$ cat config.mk
export PLATFORM = sky130hd
export DESIGN_NAME = fir_seq_ctrl
export DESIGN_NICKNAME = d
export VERILOG_FILES = /design/src/rtl/fir_seq_ctrl.sv
export SDC_FILE = /design/constraint.sdc
export NUM_CORES = 1
export LEC_CHECK = 0
export BUFFER_PORTS_ARGS = -buffer_cell sky130_fd_sc_hd__buf_4
export CORE_AREA = 2 2 99 110
export CTS_CLUSTER_DIAMETER = 50
export DETAILED_ROUTE_END_ITERATION = 8
export DIE_AREA = 0 0 101 112
export PLACE_DENSITY = 0.87
export SYNTH_ARGS = -nofsm -noshare
export SYNTH_HDL_FRONTEND = slang
export SYNTH_SLANG_ARGS = --single-unit
$ cat constraint.sdc
create_clock -name ACLK -period 3.42 [get_ports ACLK]
set_input_delay 0.684 -clock ACLK [delete_from_list [all_inputs] [get_ports ACLK]]
set_output_delay 0.684 -clock ACLK [all_outputs]
set_load 0.02 [all_outputs]
$ cat src/rtl/fir_seq_ctrl.sv
// rtl/fir_seq_ctrl.sv - FIR job sequencer: ap_ctrl handshake, buffer clear, BRAM addressing, MAC control
module fir_seq_ctrl #(
  parameter int ADDR_WIDTH = 12,
  parameter int DATA_WIDTH = 32,
  parameter int NUM_TAPS   = 11
) (
  input  logic                  ACLK,
  input  logic                  ARESET,
  input  logic                  ap_start_set,
  input  logic                  ctrl_read_ack,
  input  logic [DATA_WIDTH-1:0] data_length,
  output logic                  ap_start,
  output logic                  ap_done,
  output logic                  ap_idle,
  input  logic                  ss_tvalid,
  input  logic                  ss_tlast,
  output logic                  ss_tready,
  output logic                  sm_tvalid,
  input  logic                  sm_tready,
  output logic                  sm_tlast,
  output logic [ADDR_WIDTH-1:0] tap_a,
  output logic                  data_en,
  output logic [3:0]            data_we,
  output logic [ADDR_WIDTH-1:0] data_a,
  output logic                  data_di_sel,
  output logic                  mac_clr,
  output logic                  mac_en
);

  localparam int IW = (NUM_TAPS > 1) ? $clog2(NUM_TAPS) : 1;
  localparam logic [IW-1:0] LAST_IDX = IW'(NUM_TAPS - 1);
  localparam logic [IW-1:0] NT_W     = IW'(NUM_TAPS);

  typedef enum logic [2:0] {
    S_IDLE,
    S_CLR,
    S_WAIT_IN,
    S_MAC,
    S_DRAIN,
    S_OUT,
    S_DONE
  } state_t;

  state_t                state, state_nx;
  logic [IW-1:0]         cnt, cnt_nx;
  logic [IW-1:0]         head, head_nx;
  logic [DATA_WIDTH-1:0] len, len_nx;
  logic [DATA_WIDTH-1:0] out_cnt, out_cnt_nx;
  logic                  tlast_seen, tlast_seen_nx;
  logic                  ap_start_nx, ap_done_nx;
  logic                  is_last;
  logic [IW-1:0]         rd_idx;

  // Word index -> BRAM byte address
  function automatic logic [ADDR_WIDTH-1:0] word_addr(input logic [IW-1:0] idx);
    word_addr = ADDR_WIDTH'(idx) << 2;
  endfunction

  // Circular read pointer (head - k) mod NUM_TAPS without ever exceeding IW bits
  assign rd_idx  = (head >= cnt) ? (head - cnt) : (NT_W - (cnt - head));
  assign is_last = (out_cnt == (len - DATA_WIDTH'(1))) || tlast_seen;

  // State and job bookkeeping registers
  always_ff @(posedge ACLK or negedge ARESET) begin
    if (!ARESET) begin
      state      <= S_IDLE;
      cnt        <= '0;
      head       <= '0;
      len        <= '0;
      out_cnt    <= '0;
      tlast_seen <= 1'b0;
      ap_start   <= 1'b0;
      ap_done    <= 1'b0;
    end else begin
      state      <= state_nx;
      cnt        <= cnt_nx;
      head       <= head_nx;
      len        <= len_nx;
      out_cnt    <= out_cnt_nx;
      tlast_seen <= tlast_seen_nx;
      ap_start   <= ap_start_nx;
      ap_done    <= ap_done_nx;
    end
  end

  // Next-state logic and state-decoded BRAM/MAC/stream controls
  always_comb begin
    state_nx      = state;
    cnt_nx        = cnt;
    head_nx       = head;
    len_nx        = len;
    out_cnt_nx    = out_cnt;
    tlast_seen_nx = tlast_seen;
    ap_start_nx   = ap_start;
    ap_done_nx    = ctrl_read_ack ? 1'b0 : ap_done;
    ap_idle       = (state == S_IDLE) || (state == S_DONE);
    ss_tready     = 1'b0;
    sm_tvalid     = 1'b0;
    sm_tlast      = 1'b0;
    tap_a         = '0;
    data_en       = (state != S_IDLE);
    data_we       = 4'h0;
    data_a        = '0;
    data_di_sel   = 1'b0;
    mac_clr       = 1'b0;
    mac_en        = 1'b0;

    case (state)
      S_IDLE: begin
        if (ap_start_set) begin
          ap_start_nx   = 1'b1;
          ap_done_nx    = 1'b0;
          len_nx        = data_length;
          cnt_nx        = '0;
          head_nx       = '0;
          out_cnt_nx    = '0;
          tlast_seen_nx = 1'b0;
          state_nx      = S_CLR;
        end
      end

      S_CLR: begin
        data_we     = 4'hF;
        data_a      = word_addr(cnt);
        data_di_sel = 1'b0;
        if (cnt == LAST_IDX) begin
          cnt_nx = '0;
          if (len == '0) begin
            ap_done_nx = 1'b1;
            state_nx   = S_DONE;
          end else begin
            state_nx = S_WAIT_IN;
          end
        end else begin
          cnt_nx = cnt + IW'(1);
        end
      end

      S_WAIT_IN: begin
        ss_tready   = 1'b1;
        data_a      = word_addr(head);
        data_di_sel = 1'b1;
        if (ss_tvalid) begin
          data_we       = 4'hF;
          mac_clr       = 1'b1;
          ap_start_nx   = 1'b0;
          tlast_seen_nx = ss_tlast;
          cnt_nx        = '0;
          state_nx      = S_MAC;
        end
      end

      S_MAC: begin
        tap_a  = word_addr(cnt);
        data_a = word_addr(rd_idx);
        mac_en = (cnt != '0);
        if (cnt == LAST_IDX) begin
          cnt_nx   = '0;
          state_nx = S_DRAIN;
        end else begin
          cnt_nx = cnt + IW'(1);
        end
      end

      S_DRAIN: begin
        mac_en   = 1'b1;
        state_nx = S_OUT;
      end

      S_OUT: begin
        sm_tvalid = 1'b1;
        sm_tlast  = is_last;
        if (sm_tready) begin
          out_cnt_nx = out_cnt + DATA_WIDTH'(1);
          head_nx    = (head == LAST_IDX) ? '0 : head + IW'(1);
          if (is_last) begin
            ap_done_nx = 1'b1;
            state_nx   = S_DONE;
          end else begin
            state_nx = S_WAIT_IN;
          end
        end
      end

      S_DONE: begin
        state_nx = S_IDLE;
      end

      default: begin
        state_nx = S_IDLE;
      end
    endcase
  end

endmodule

==> flow_summary_export.csv, run 1 <==
group,metric,value,unit
sta,rsz0062_at_grt,"true",
run_status,violations,"setup timing",
floorplanning,start_util,51.7,%
drt,first_pass_iters,5,
synth,synth_top_area_share,36.9,%
finish,final_cells,795,
sta,tns,-0.429,ns
synth,yosysUniqueCellTypes,68,
drt,drt_iter0_drc,202,
critical_path,required,2.74,ns
power,p_int,3.45,mW
floorplanning,ioPinCount,77,
clocking,h-tree-depth,3,
grt,busiest_layer,"met2",
finish,fill_cells,833,
critical_path,reg2reg_to,"ap_done",
sta,fin_skew,0.00652,ns
critical_path,end_kind,"output port",
power,swShare,40.4,%
floorplanning,die_area,11300,um2
sta,hold_viol,0,
synth,synthArstFlopShare,100,%
placement,dp_hpwl,9220,um
grt,grt_pass1_wl,20400,um
placement,portBuffers,60,
critical_path,critPathLaunch,"len[16]",
finish,layout_commonest_cell,"buf_4",
drt,routed_wl,12900,um
sta,relSlewSlack,34.9,%
clocking,cts.clk_slew.worst_paths,0.06,ns
finish,insertedDiodeCount,0,
clocking,root_buffer,"clkbuf_16",
critical_path,crit_type,"reg2out",
grt,antenna_found_initial,0,
critical_path,critPathMostFrequentCell,"or4_4",
drt,drc,0,
finish,fin_util,63.7,%
placement,pre_cts_ws,-0.129,ns
synth,synth_edf_count,0,
grt,met1_usage,28.8,%
drt,detail_route.wl_per_cell,16.2,um
clocking,numCtsBuffers,9,
finish,syn_to_final_growth,23.2,%
grt,gr-usage-all-layers,22.7,%
sta,fmax,260,MHz
power,power.share.clock,19.2,%
sta,period_needed,3.84,ns
job,maxCapViolCount,0,
finish,drive_above_1_share,29.5,%
sta,period_share,112,%
power,vdd_drop_max,0.701,mV
synth,synth_cells,577,
clocking,clock_path_buffers,2,
grt,met2_usage,38.1,%
finish,final_area,6520,um2
sta,fin_ws,-0.423,ns
critical_path,reg2reg_from,"len[16]",
grt,grt-ovfl-total,0,
power,finalPower,5.79,mW
synth,ys_ff_latch,78,
synth,syn_area,5290,um2
critical_path,cpMaxStageDelayCell,"or4_4",
finish,layout.nets,720,
finish,final_cell_mix,"buf_4, dfrtp_1, nor2_1",
floorplanning,dieHeight,112,um
run_status,outcome,"finished, violations left",
placement,postPlaceCellArea,6010,um2
drt,viasPerCell,5.70,
power,pwr-share-seq,26.7,%
critical_path,cp.arrival,3.16,ns
critical_path,worstSetupEndpoint,"sm_tlast",
clocking,clock_sinks,78,
grt,grt_start_max_net_pins,79,
power,pwr-share-comb,54.1,%
power,power_density,888,nW/um2
drt,vias,4530,
synth,ys_top_cells_by_area,"dfrtp_1, xor2_1, mux2_2",
floorplanning,die_w,101,um
synth,synth_flop_cell,"dfrtp_1",
floorplanning,core_area,10200,um2
critical_path,crit_path_max_fanout,3,
grt,met3_usage,4.46,%
critical_path,reg2regPathDepth,9,
floorplanning,rows,39,
sta,worst_pin_slew,0.977,ns
synth,yosysWarnings,0,
critical_path,cpPeakStageDelay,0.55,ns
power,p_sw,2.34,mW
placement,gp_congestion,0.920,
critical_path,crit_chain,"or4_4 > or3_4 > or4_4 > o21ai_2 > o2111ai_2 > nor4_4 > a41oi_2 > nor2_4 > buf_6",
critical_path,rrSetupSlack,0.49,ns
placement,dpl.cell_count,772,
power,leakagePower,2.89,nW
drt,ant_nets,0,
hold_path,holdCritPathClass,"in2async",
synth,yosys.area.top_type,"dfrtp_1",
synth,yosysSeqAreaShare,36.9,%
clocking,cts_tree,"built",
sta,fin_hold_ws,0.475,ns
critical_path,startpoint_type,"register",
clocking,worstSkewPairLatency,0.34,ns
synth,syn_avg_cell_area,9.17,um2
sta,setup_viol_count_final,2,
sta,slew_violations,0,
grt,grt_pass1_vias,4355,
==> worst max-delay path, delay by kind of cell (launching register included) <==
family / cells / cell delay (ns)
AND/OR/NAND/NOR: 5 / 1.88
AO/OA/AOI/OAI: 3 / 0.44
flip-flops: 1 / 0.39
buffers and inverters: 1 / 0.12
==> registers in the layout (all words and copies together), names as in the netlist <==
signal,cells
len,32
out_cnt,32
cnt,4
head,4
state,3
ap_done,1
ap_start,1
tlast_seen,1
==> cells in the mapped netlist, types with 3 or more instances <==
| master | instances |
|---|---|
| mux2_2 | 31 |
| nor3_1 | 16 |
| nand3_1 | 16 |
| nand4_1 | 13 |
| nor2b_1 | 4 |
| nand3b_1 | 5 |
| nor4_1 | 10 |
| a21oi_1 | 22 |
| o21ai_0 | 27 |
| nand4b_1 | 3 |
| inv_1 | 23 |
| buf_6 | 3 |
| a2111oi_0 | 3 |
| mux2i_1 | 6 |
| nor4_2 | 3 |
| ha_1 | 11 |
| nand2b_1 | 6 |
| fa_1 | 3 |
| xor2_1 | 45 |
| clkbuf_1 | 17 |
| or3_1 | 8 |
| xnor2_1 | 26 |
| dfrtp_1 | 78 |
| or4_1 | 4 |
| o31ai_1 | 5 |
| nor2_1 | 63 |
| a22oi_1 | 4 |
| and3_1 | 4 |
| o21ai_1 | 3 |
| nor3b_1 | 3 |
| nand2_1 | 40 |
| buf_4 | 23 |
==> cell families (layout without fill, tap and decap cells) <==
kind of cell	Yosys count	after routing	share of synthesized area [%]
AOI/OAI and AO/OA	94	94	11.7
xor gates and xnor gates	71	71	11.7
adders and majority gates	14	14	3.73
buffers and inverters	70	150	7.23
DFF	78	78	36.9
muxes	37	37	7.73
other	1	16	0.0708
and+or+nand+nor	212	212	20.9
==> layout make-up <==
type	count	area [um2]	share of cell area, %
Clock inverter	3	90.1	1.38
Sequential cell	78	1960	30.0
Timing Repair Buffer	111	841	12.9
Tap cell	123	154	2.36
Inverter	23	92.6	1.42
Clock buffer	13	260	3.99
Multi-Input combinational cell	444	3130	48.0
==> power groups by stage <==
stage | clock network, mW | registers (mW) | logic [mW]
detailed placement | 0 | 1.54 | 2.85
global route | 1.16 | 1.59 | 3.38
floorplan | 0 | 1.48 | 1.99
global placement | 0 | 1.52 | 2.78
CTS | 1.13 | 1.53 | 2.92
finish | 1.11 | 1.55 | 3.13
==> how the worst min path moves through the flow <==
stage / startpoint / endpoint / slack [ns]
global placement: len[15] / len[15] / 0.53
detailed placement: ap_start / ap_start / 0.54
CTS: ARESET / out_cnt[11] / 0.54
floorplan: ARESET / ap_done / 0.39
finish: ARESET / out_cnt[11] / 0.47
global route: data_length[3] / len[3] / 0.57
==> metal layers <==
metal | vias up | wire (um)
met2 | 156 | 6370
met3 | 23 | 666
met1 | 2176 | 5610
met5 | - | 0
li1 | 2175 | -
met4 | 0 | 233
==> what timing repair did <==
| item | CTS | global route |
|---|---|---|
| gates resized for setup | 9 | 19 |
| endpoints found under the setup margin | 5 | 5 |
| setup buffers | 4 | 3 |
| hold buffers | 0 | 0 |
| pin swaps | 9 | 14 |
No activity file was read; power rests on OpenSTA's default activity.
==> run 2, diff against run 1 <==
==> constraint.sdc (replaced) <==
create_clock -name ACLK -period 3.42 [get_ports ACLK]
set_input_delay 0 -clock ACLK [delete_from_list [all_inputs] [get_ports ACLK]]
set_output_delay 0 -clock ACLK [all_outputs]
set_load 0.02 [all_outputs]
==> flow_summary_export.csv, run 2 (synthesis gave the netlist of run 1 again) <==
group,metric,value,unit
drt,ant_nets,0,
sta,relSlewSlack,35.9,%
grt,grt_start_max_net_pins,79,
grt,met3_usage,4.33,%
power,power_density,794,nW/um2
sta,worst_pin_slew,0.962,ns
hold_path,hold_start,"ss_tlast",
run_status,outcome,"complete, no violations",
grt,met1_usage,30.3,%
placement,portBuffers,60,
drt,drc,0,
clocking,clock_sinks,78,
placement,gp_congestion,0.870,
sta,slew_violations,0,
sta,setup_viol_count_final,0,
grt,grt_pass1_vias,4433,
finish,layout.nets,716,
drt,detail_route.wl_per_cell,15.9,um
floorplanning,die_area,11300,um2
clocking,h-tree-depth,3,
finish,fin_util,62.7,%
critical_path,reg2reg_from,"len[17]",
clocking,root_buffer,"clkbuf_16",
grt,grt-ovfl-total,0,
power,vdd_drop_max,0.762,mV
placement,dp_hpwl,9020,um
power,pwr-share-comb,50.1,%
critical_path,rrSetupSlack,0.36,ns
critical_path,critPathLaunch,"len[17]",
hold_path,holdCritPathClass,"in2reg",
critical_path,cp.arrival,3.32,ns
grt,antenna_found_initial,0,
drt,drt_iter0_drc,281,
sta,hold_viol,0,
sta,fmax,301,MHz
finish,layout_commonest_cell,"dfrtp_1",
job,maxCapViolCount,0,
power,power.share.clock,17.4,%
sta,period_share,97.2,%
power,finalPower,5.10,mW
finish,insertedDiodeCount,0,
finish,drive_above_1_share,22.2,%
clocking,worstSkewPairLatency,0.35,ns
drt,vias,4476,
critical_path,cpMaxStageDelayCell,"or4_4",
critical_path,crit_type,"reg2out",
floorplanning,core_area,10200,um2
critical_path,startpoint_type,"register",
power,leakagePower,2.80,nW
finish,syn_to_final_growth,21.3,%
floorplanning,ioPinCount,77,
critical_path,crit_path_max_fanout,6,
floorplanning,die_w,101,um
critical_path,required,3.42,ns
finish,fill_cells,834,
drt,viasPerCell,5.66,
floorplanning,start_util,51.7,%
power,p_sw,2.19,mW
grt,met2_usage,37.8,%
sta,period_needed,3.32,ns
clocking,cts.clk_slew.worst_paths,0.06,ns
critical_path,critPathMostFrequentCell,"or4_4",
power,pwr-share-seq,32.5,%
clocking,numCtsBuffers,9,
finish,top_regs,"len: 32 flops, out_cnt: 32 flops",
grt,grt_pass1_wl,21000,um
finish,final_cell_mix,"dfrtp_1, buf_4, nor2_1",
critical_path,cpPeakStageDelay,0.55,ns
grt,busiest_layer,"met2",
clocking,clock_path_buffers,2,
sta,fin_skew,0.00851,ns
critical_path,crit_chain,"or4_4 > or3_4 > or4_4 > o32a_1 > nand4_1 > nor4_4 > a41oi_2 > nor2_1 > buf_4",
power,p_int,2.91,mW
floorplanning,rows,39,
grt,gr-usage-all-layers,23.2,%
drt,routed_wl,12600,um
floorplanning,dieHeight,112,um
drt,first_pass_iters,4,
critical_path,end_kind,"output port",
power,swShare,43.0,%
clocking,cts_tree,"built",
==> run 2: cell count changes in the layout (fill, tap and decap cells not counted), sizes merged <==
cell,previous run,this run
buf,111,73
bufinv,3,0
clkbuf,13,11
clkinv,0,4
dlygate4sd3,0,34
inv,22,23
==> run 2: area by class of cell <==
cell class / count / area, um2 / area share (%)
tap: 123 / 154 / 2.40
clock inverter: 5 / 35.0 / 0.546
sequential: 78 / 1960 / 30.5
timing repair buffer: 107 / 888 / 13.8
multi-input combinational: 444 / 3060 / 47.6
clock buffer: 11 / 243 / 3.78
inverter: 23 / 86.3 / 1.34
==> run 2: worst max-delay path: cells and delay by family (launching register included) <==
family                 cells  cell delay [ns]
AND/OR/NAND/NOR            6             1.78
flip-flops                 1             0.44
AO/OA/AOI/OAI              2             0.59
buffers and inverters      1             0.16
==> run 2: path summary, 6_finish.rpt <==
| path | depth (start not counted) | to |
|---|---|---|
| worst max-delay path | 9 | sm_tlast |
| worst min-delay path | 4 | tlast_seen |
| worst max register to register | 9 | ap_done |
| worst min register to register | 1 | len[31] |
| max in group asynchronous | 2 | len[0] |
| min in group asynchronous | 2 | len[12] |
==> run 2: power by group through the flow <==
stage / sequential (mW) / combinational [mW] / clock, mW
detailed placement: 1.65 / 2.46 / 0
global placement: 1.63 / 2.41 / 0
floorplan: 1.48 / 1.99 / 0
finish: 1.66 / 2.55 / 0.886
global route: 1.72 / 2.81 / 0.940
CTS: 1.64 / 2.51 / 0.901
==> run 2: through the flow <==
stage	instance area, um2	TNS [ns]	hold slack (ns)	std cells	worst slack [ns]
6_report	6420	0	0.0189	791	0.0970
4_1_cts	6370	0	0.0116	790	0.0476
3_5_place_dp	5750	0	0.210	739	0.371
2_1_floorplan	5350	0	-0.296	592	0.540
5_1_grt	6420	-0.0474	0.0362	791	-0.0474
3_3_place_gp	5750	0	0.196	739	0.479
==> run 2: layer usage <==
metal  vias to the layer above  share of wire [%]
met5                         -                  0
met4                         0                2.8
met1                      2168                 43
met3                        27                4.4
met2                       115                 49
li1                       2166                  -
==> run 2: what timing repair did <==
| action | in CTS | in global routing |
|---|---|---|
| endpoints found under the setup margin | 1 | 2 |
| hold buffers | 34 | 0 |
| pin swaps | 1 | 4 |
| setup buffers | 1 | 1 |
| gates resized for setup | 0 | 10 |
| hold endpoints to repair | 111 | 0 |
